--- src/rtl/mem_bus_ctrl.sv ---
// -----------------------------------------------------------------------------
// mem_bus_ctrl
//
// Bridges the CPU control FSM's memory requests onto a simple req/ack
// external bus. One transaction is in flight at a time:
//   IDLE -> WAIT (bus_req held) -> DONE (done pulse) -> IDLE
// Misaligned requests go IDLE -> ERR -> IDLE without touching the bus and set
// the sticky err flag.
//
// Optional feature (macro MEM_BUS_TIMEOUT_EN):
//   When defined, the parameter TIMEOUT_CYCLES (1..255, default 15) bounds the
//   number of WAIT cycles without bus_ack; on expiry the transaction is
//   abandoned through ERR and err is set. When undefined, WAIT holds forever
//   and err is set only by misalignment.
//
// Ports:
//   clk        in   clock, rising edge
//   reset      in   asynchronous reset, active-low
//   mem_rd     in   read request (fetch / load)
//   mem_wr     in   write request (store); wins over mem_rd
//   addr[31:0] in   byte address
//   wdata[31:0]in   store data
//   rdata[31:0]out  registered read data, held until the next completed read
//   done       out  one-cycle completion pulse
//   busy       out  high in WAIT and DONE (datapath stall)
//   err        out  sticky error flag
//   err_clr    in   synchronous clear for err
//   bus_req    out  registered external request
//   bus_we     out  external write strobe
//   bus_addr   out  word-aligned external address
//   bus_wdata  out  external write data
//   bus_ack    in   external completion (read data valid in same cycle)
//   bus_rdata  in   external read data
// -----------------------------------------------------------------------------
module mem_bus_ctrl (
  input  logic        clk,
  input  logic        reset,
  input  logic        mem_rd,
  input  logic        mem_wr,
  input  logic [31:0] addr,
  input  logic [31:0] wdata,
  output logic [31:0] rdata,
  output logic        done,
  output logic        busy,
  output logic        err,
  input  logic        err_clr,
  output logic        bus_req,
  output logic        bus_we,
  output logic [31:0] bus_addr,
  output logic [31:0] bus_wdata,
  input  logic        bus_ack,
  input  logic [31:0] bus_rdata
);

`ifdef MEM_BUS_TIMEOUT_EN
  parameter int unsigned TIMEOUT_CYCLES = 15;
  localparam logic [7:0] TMO_LIMIT = TIMEOUT_CYCLES[7:0];
`endif

  typedef enum logic [1:0] {
    IDLE = 2'd0,
    WAIT = 2'd1,
    DONE = 2'd2,
    ERR  = 2'd3
  } state_e;

  state_e      state_q, state_d;
  logic        bus_req_q, bus_req_d;
  logic        bus_we_q, bus_we_d;
  logic [31:0] bus_addr_q, bus_addr_d;
  logic [31:0] bus_wdata_q, bus_wdata_d;
  logic [31:0] rdata_q, rdata_d;
  logic        err_q, err_d;
`ifdef MEM_BUS_TIMEOUT_EN
  logic [7:0]  tmo_q, tmo_d;
`endif

  always_comb begin
    state_d     = state_q;
    bus_req_d   = bus_req_q;
    bus_we_d    = bus_we_q;
    bus_addr_d  = bus_addr_q;
    bus_wdata_d = bus_wdata_q;
    rdata_d     = rdata_q;
    // Clear first so that a new error in the same cycle overrides it.
    err_d       = err_clr ? 1'b0 : err_q;
`ifdef MEM_BUS_TIMEOUT_EN
    tmo_d       = tmo_q;
`endif

    case (state_q)
      IDLE: begin
        if (mem_rd || mem_wr) begin
          if (addr[1:0] == 2'b00) begin
            bus_req_d   = 1'b1;
            bus_we_d    = mem_wr;          // write wins when both are raised
            bus_addr_d  = {addr[31:2], 2'b00};
            bus_wdata_d = wdata;
            state_d     = WAIT;
`ifdef MEM_BUS_TIMEOUT_EN
            tmo_d       = 8'd0;
`endif
          end else begin
            err_d   = 1'b1;
            state_d = ERR;
          end
        end
      end

      WAIT: begin
        // Request inputs are ignored here; the latched bus fields stay put.
        if (bus_ack) begin
          bus_req_d = 1'b0;
          if (!bus_we_q) begin
            rdata_d = bus_rdata;
          end
          state_d = DONE;
        end else begin
`ifdef MEM_BUS_TIMEOUT_EN
          // Counter value equals the number of ack-less WAIT cycles seen;
          // an ack in the limit cycle takes the branch above instead.
          tmo_d = tmo_q + 8'd1;
          if (tmo_q + 8'd1 == TMO_LIMIT) begin
            bus_req_d = 1'b0;
            err_d     = 1'b1;
            state_d   = ERR;
          end
`endif
        end
      end

      DONE: state_d = IDLE;
      ERR:  state_d = IDLE;
      default: state_d = IDLE;
    endcase
  end

  always_ff @(posedge clk or negedge reset) begin
    if (!reset) begin
      state_q     <= IDLE;
      bus_req_q   <= 1'b0;
      bus_we_q    <= 1'b0;
      bus_addr_q  <= 32'd0;
      bus_wdata_q <= 32'd0;
      rdata_q     <= 32'd0;
      err_q       <= 1'b0;
`ifdef MEM_BUS_TIMEOUT_EN
      tmo_q       <= 8'd0;
`endif
    end else begin
      state_q     <= state_d;
      bus_req_q   <= bus_req_d;
      bus_we_q    <= bus_we_d;
      bus_addr_q  <= bus_addr_d;
      bus_wdata_q <= bus_wdata_d;
      rdata_q     <= rdata_d;
      err_q       <= err_d;
`ifdef MEM_BUS_TIMEOUT_EN
      tmo_q       <= tmo_d;
`endif
    end
  end

  assign rdata     = rdata_q;
  assign done      = (state_q == DONE);
  assign busy      = (state_q == WAIT) || (state_q == DONE);
  assign err       = err_q;
  assign bus_req   = bus_req_q;
  assign bus_we    = bus_we_q;
  assign bus_addr  = bus_addr_q;
  assign bus_wdata = bus_wdata_q;

endmodule

--- config.mk ---
export PLATFORM = sky130hd
export DESIGN_NAME = mem_bus_ctrl
export DESIGN_NICKNAME = d
export VERILOG_FILES = /design/src/rtl/mem_bus_ctrl.sv
export SDC_FILE = /design/constraint.sdc
export NUM_CORES = 1
export LEC_CHECK = 0
export ABC_AREA = 1
export BUFFER_PORTS_ARGS = -buffer_cell sky130_fd_sc_hd__buf_2
export CORE_MARGIN = 2
export CORE_UTILIZATION = 51
export CTS_BUF_LIST = sky130_fd_sc_hd__clkbuf_8
export DETAILED_ROUTE_END_ITERATION = 8
export MAX_ROUTING_LAYER = met4
export PLACE_DENSITY_LB_ADDON = 0.3
export SYNTH_ARGS = -nofsm -noshare
export SYNTH_HDL_FRONTEND = slang
export SYNTH_SLANG_ARGS = --single-unit
--- constraint.sdc ---
create_clock -name clk -period 2.1 [get_ports clk]
set_input_delay 0.105 -clock clk [delete_from_list [all_inputs] [get_ports clk]]
set_output_delay 0.105 -clock clk [all_outputs]
set_load 0.02 [all_outputs]
After elaboration in Yosys (flattened, before gate mapping)
Cells that the tools add are included.

Memory bits (read-only): 0. Bits in writable memories: 0. Latch bits: 0. Output and inout bits: 101. Register bits after elaboration: 99. Memories: 0.

Multiplexer cells: 12. $lt $le $gt $ge: 0. Reduce and logical (&&, ||, !) cells: 10. Equality and inequality tests: 6. Bitwise operators: 1. Shift operators: 0. Add/sub/neg operators: 0. Multiply operators: 0. Div/mod/pow operators: 0.

Operators with widths (count): $mux W1 (7); $mux W2 (3); $ne A2 B2 Y1 const B (3); $pmux W2 S3 (1); $reduce_and A3 Y1 (2); $eq A2 B2 Y1 const B (2); $logic_not A2 Y1 (2); $reduce_and A4 Y1 (1); $eq A2 B1 Y1 const B (1); $logic_or A1 B1 Y1 (2); $pmux W1 S2 (1); $reduce_and A2 Y1 (1); $reduce_bool A2 Y1 (1); $reduce_or A2 Y1 (1); $not A1 Y1 (1).

Longest topological paths before layout
Depth in word-level cells: 4. Depth in mapped cells: 9. Mapped depth without buffers: 8.

Worst setup path after synthesis
Ideal clock, no wire load.

Kind: reg-to-reg. Start point: register state_q[0]. End point: register bus_addr_q[10], in the netlist bus_addr[10]. Period minus slack after synthesis: 1.392 ns. Library setup time: 0.131 ns. Stages on the path, launching flop included: 9. Path buffers: 3. Path slack: 0.708 ns. Arrival: 1.262 ns. Path through: dfrtp_1 inv_1 ha_1 buf_2 nand3b_4 buf_8 buf_6 nand2_1 o21ai_0.

Cells in the longest elaborated chain, start to end: 2.

RTL lines: from (decl) (line 67) `state_e state_q, state_d;`; from (signal assigned) (line 151) `state_q <= state_d;`; $logic_not A2 Y1 (line 91) `case (state_q)`; $reduce_and A3 Y1 (no source line); to (signal assigned) (line 154) `bus_addr_q <= bus_addr_d;`; to (decl) (line 70) `logic [31:0] bus_addr_q, bus_addr_d;`.

Every way passes these cells. A chain may end at the register's enable or synchronous reset.

Worst setup path in the final report
Start point: register state_q[1]. End point: register bus_addr_q[11], in the netlist bus_addr[11].

The elaborated chain is that of the path after synthesis.

==> run summary <==
Crit path cell chain: inv_1 > ha_1 > nand3b_4 > buf_12 > nand2_1 > o21ai_0
Starting Density: 0.526
Yosys top cell by area: dfrtp_1
Fin. Hold Viols: 0
RSZ-0062 raised after global routing: false
Clock root buffer: clkbuf_8
Max-cap viol count: 0
Port Buf Inserts: 200
CTS sink count: 99
Setup CP Type: reg -> reg
Ports: 203
Initial DRC Count: 201
Setup Buffers After CTS: 0
Chip width: 93.1 um
CTS Buffer Depth: 2
DRC: 0
WP data arrival: 1.98 ns
Synth Area in XOR/XNOR: 0
# H-tree levels: 3
Max Fanout on Critical Path: 55
Placer Congestion: 0.765
Post-synthesis mux area share: 0
Chip height: 93.1 um
Synth top area cells: dfrtp_1, nand2_1, inv_1
Outcome: complete, no violations
Global-route wire length before repair: 19.2 mm
Layout area overhead: 50.6%
Synthesized flop and latch total: 99
Largest family of logic cells by synthesized area: simple AND/OR/NAND/NOR gates
Hold_buf cts: 81
Global-route usage over all layers: 0.296
Hold slack final: 0.00950 ns
CP Launch Type: register
Psw: 0.00357 W
Static Leakage: 3.55 nW
Routed Antenna Nets: 0
Rel. slew slack: 0.631
Nets@finish: 822
Syn_area_per_cell: 9.15 um2
Required time of the worst setup path: 2.34 ns
Synth top area share: 0.612
F_max: 573 MHz
Compound-Gate Fraction of Synth Area: 0.0881
Cell Pwr Density: 1340 nW/um2
Fillers: 508
Vias per Instance: 4.79
Clock transition at path regs: 0.10 ns
Post-DP HPWL: 7.23 mm
Max VDD drop: 772 uV
Reg area: 2480 um2
Critical Path End Type: register
Fin util: 0.793
WL/cell: 14.8 um
Synth warn: 0
Sw Ratio: 0.438
Post-Synth Adder-Cell Area: 0.0124
Fin. max-slew vios: 0
Number of CTS-inserted buffers: 9
Seq/Total Area, Yosys: 0.612
CTS tree: yes
DRT Pass-1 Iters: 4
Largest net degree at the start of global routing: 56
Routed WL: 12.2 mm
CP max stage cell: dfrtp_1
Worst skew pair latency: 0.36 ns
Unique masters post-synth: 21
Clock group share of total power: 0.143
Antenna violations before repair: 0
Cell internal pwr: 0.00458 W
Crit share post-route: 0.831
Total Power: 0.00816 W
Area of the die: 8660 um2
Number of global-route vias before repair: 3997
Combinational group share of total power: 0.455
Placed instance count: 726
Final Setup Violations: 0
Post-synthesis simple-gate area fraction: 0.181
Seq pwr share: 0.402
Final Skew: 0.0101 ns
Final cell count without fillers: 822
GRT overflow: 0
Netlist Area Pre-Place: 4050 um2
Multi-input gate area: 1150 um2
Worst hold-check path type: in -> reg
N_diodes: 0
TNS Setup: 0 ns
Total core area: 7690 um2
Via count: 3940
Gate Count Post-Synth: 442
Worst path max stage delay: 0.40 ns
Layout cell share with drive strength beyond 1: 0.318
Clock period minus worst slack: 1.74 ns
Std-Cell Rows: 32
Actual slew at the worst max-slew pin: 0.554 ns
Post_cts resized: 0
-- synth_stat cells (all sizes together) --
cell    count
o21ai      66
o22ai       1
clkbuf      8
ha          4
buf        18
a21oi       1
dfrtp      99
nand3b      1
inv        68
nand3      34
nor2        7
conb        1
nand2     134
-- cell type report --
cell class	instances	area share
Clock buffer	9	0.0203
Clock inverter	6	0.00965
Inverter	68	0.0419
Sequential cell	99	0.407
Tap cell	102	0.0209
Multi-Input combinational cell	250	0.188
Timing Repair Buffer	288	0.313
-- worst max-delay path, delay by kind of cell, from the launching register on --
family                   cells  cell delay (ns)
flip-flops                   1             0.40
AND/OR/NAND/NOR              2             0.37
adder cells (fa/ha/maj)      1             0.35
AO/OA/AOI/OAI                1             0.09
buffers and inverters        2             0.40
-- final timing paths --
check / start / to / slack [ns] / cells past startpoint
setup / recovery: state_q[1]$_DFFE_PN0P_ / bus_addr[11]$_DFFE_PN0P_ / 0.36 / 6
hold / removal: addr[20] / bus_addr[20]$_DFFE_PN0P_ / 0.01 / 3
setup reg to reg: state_q[1]$_DFFE_PN0P_ / bus_addr[11]$_DFFE_PN0P_ / 0.36 / 6
hold reg to reg: rdata[28]$_DFFE_PN0P_ / rdata[28]$_DFFE_PN0P_ / 0.47 / 2
max in group asynchronous: reset / rdata[19]$_DFFE_PN0P_ / 1.20 / 3
min in group asynchronous: reset / bus_addr[25]$_DFFE_PN0P_ / 0.26 / 2
-- cell usage in the layout (no fill, tap or decap), types with 3 or more instances in the layout --
cell,count
dlygate4sd3_1,81
nand3_1,34
inv_1,69
nor2_1,4
buf_12,3
o21ai_0,42
dfrtp_1,99
buf_2,199
clkbuf_8,9
buf_4,5
nand2_1,134
ha_1,4
o21ai_1,20
o21ai_2,4
-- per-layer routing --
layer  up-vias  track usage  part of all wire
met4         0        0.150             0.034
met1      1818        0.336              0.39
li1       1896            -                 -
met5         -            -                 0
met2       187        0.510              0.51
met3        39       0.0500             0.069
-- power by group through the flow --
stage	clock network (W)	registers (W)	logic (W)
2_1_floorplan	0	0.00431	0.00117
3_3_place_gp	0	0.00324	0.00344
3_5_place_dp	0	0.00326	0.00354
4_1_cts	0.00119	0.00324	0.00366
5_1_grt	0.00127	0.00337	0.00406
6_report	0.00117	0.00328	0.00371
-- cells by family (layout without fill, tap and decap cells) --
| kind of cell | Yosys count | after routing |
|---|---|---|
| AOI/OAI and AO/OA | 68 | 68 |
| adders and majority gates | 4 | 4 |
| buffers and inverters | 94 | 371 |
| DFF | 99 | 99 |
| other | 1 | 2 |
| and+or+nand+nor | 176 | 176 |
-- sequential cells by signal, summed over array words and instances, names as in the netlist --
name and flops:
bus_wdata 32, err 1, bus_req 1, bus_we 1, bus_addr 30, state_q 2
rdata 32
-- per-stage QoR --
step	cell area [um2]	setup slack (ns)
2_1_floorplan	4050	0.708
3_3_place_gp	5100	0.482
3_5_place_dp	5100	0.388
4_1_cts	6090	0.370
5_1_grt	6090	0.195
6_report	6090	0.355
Note: power is estimated with default switching activity, not from simulation.
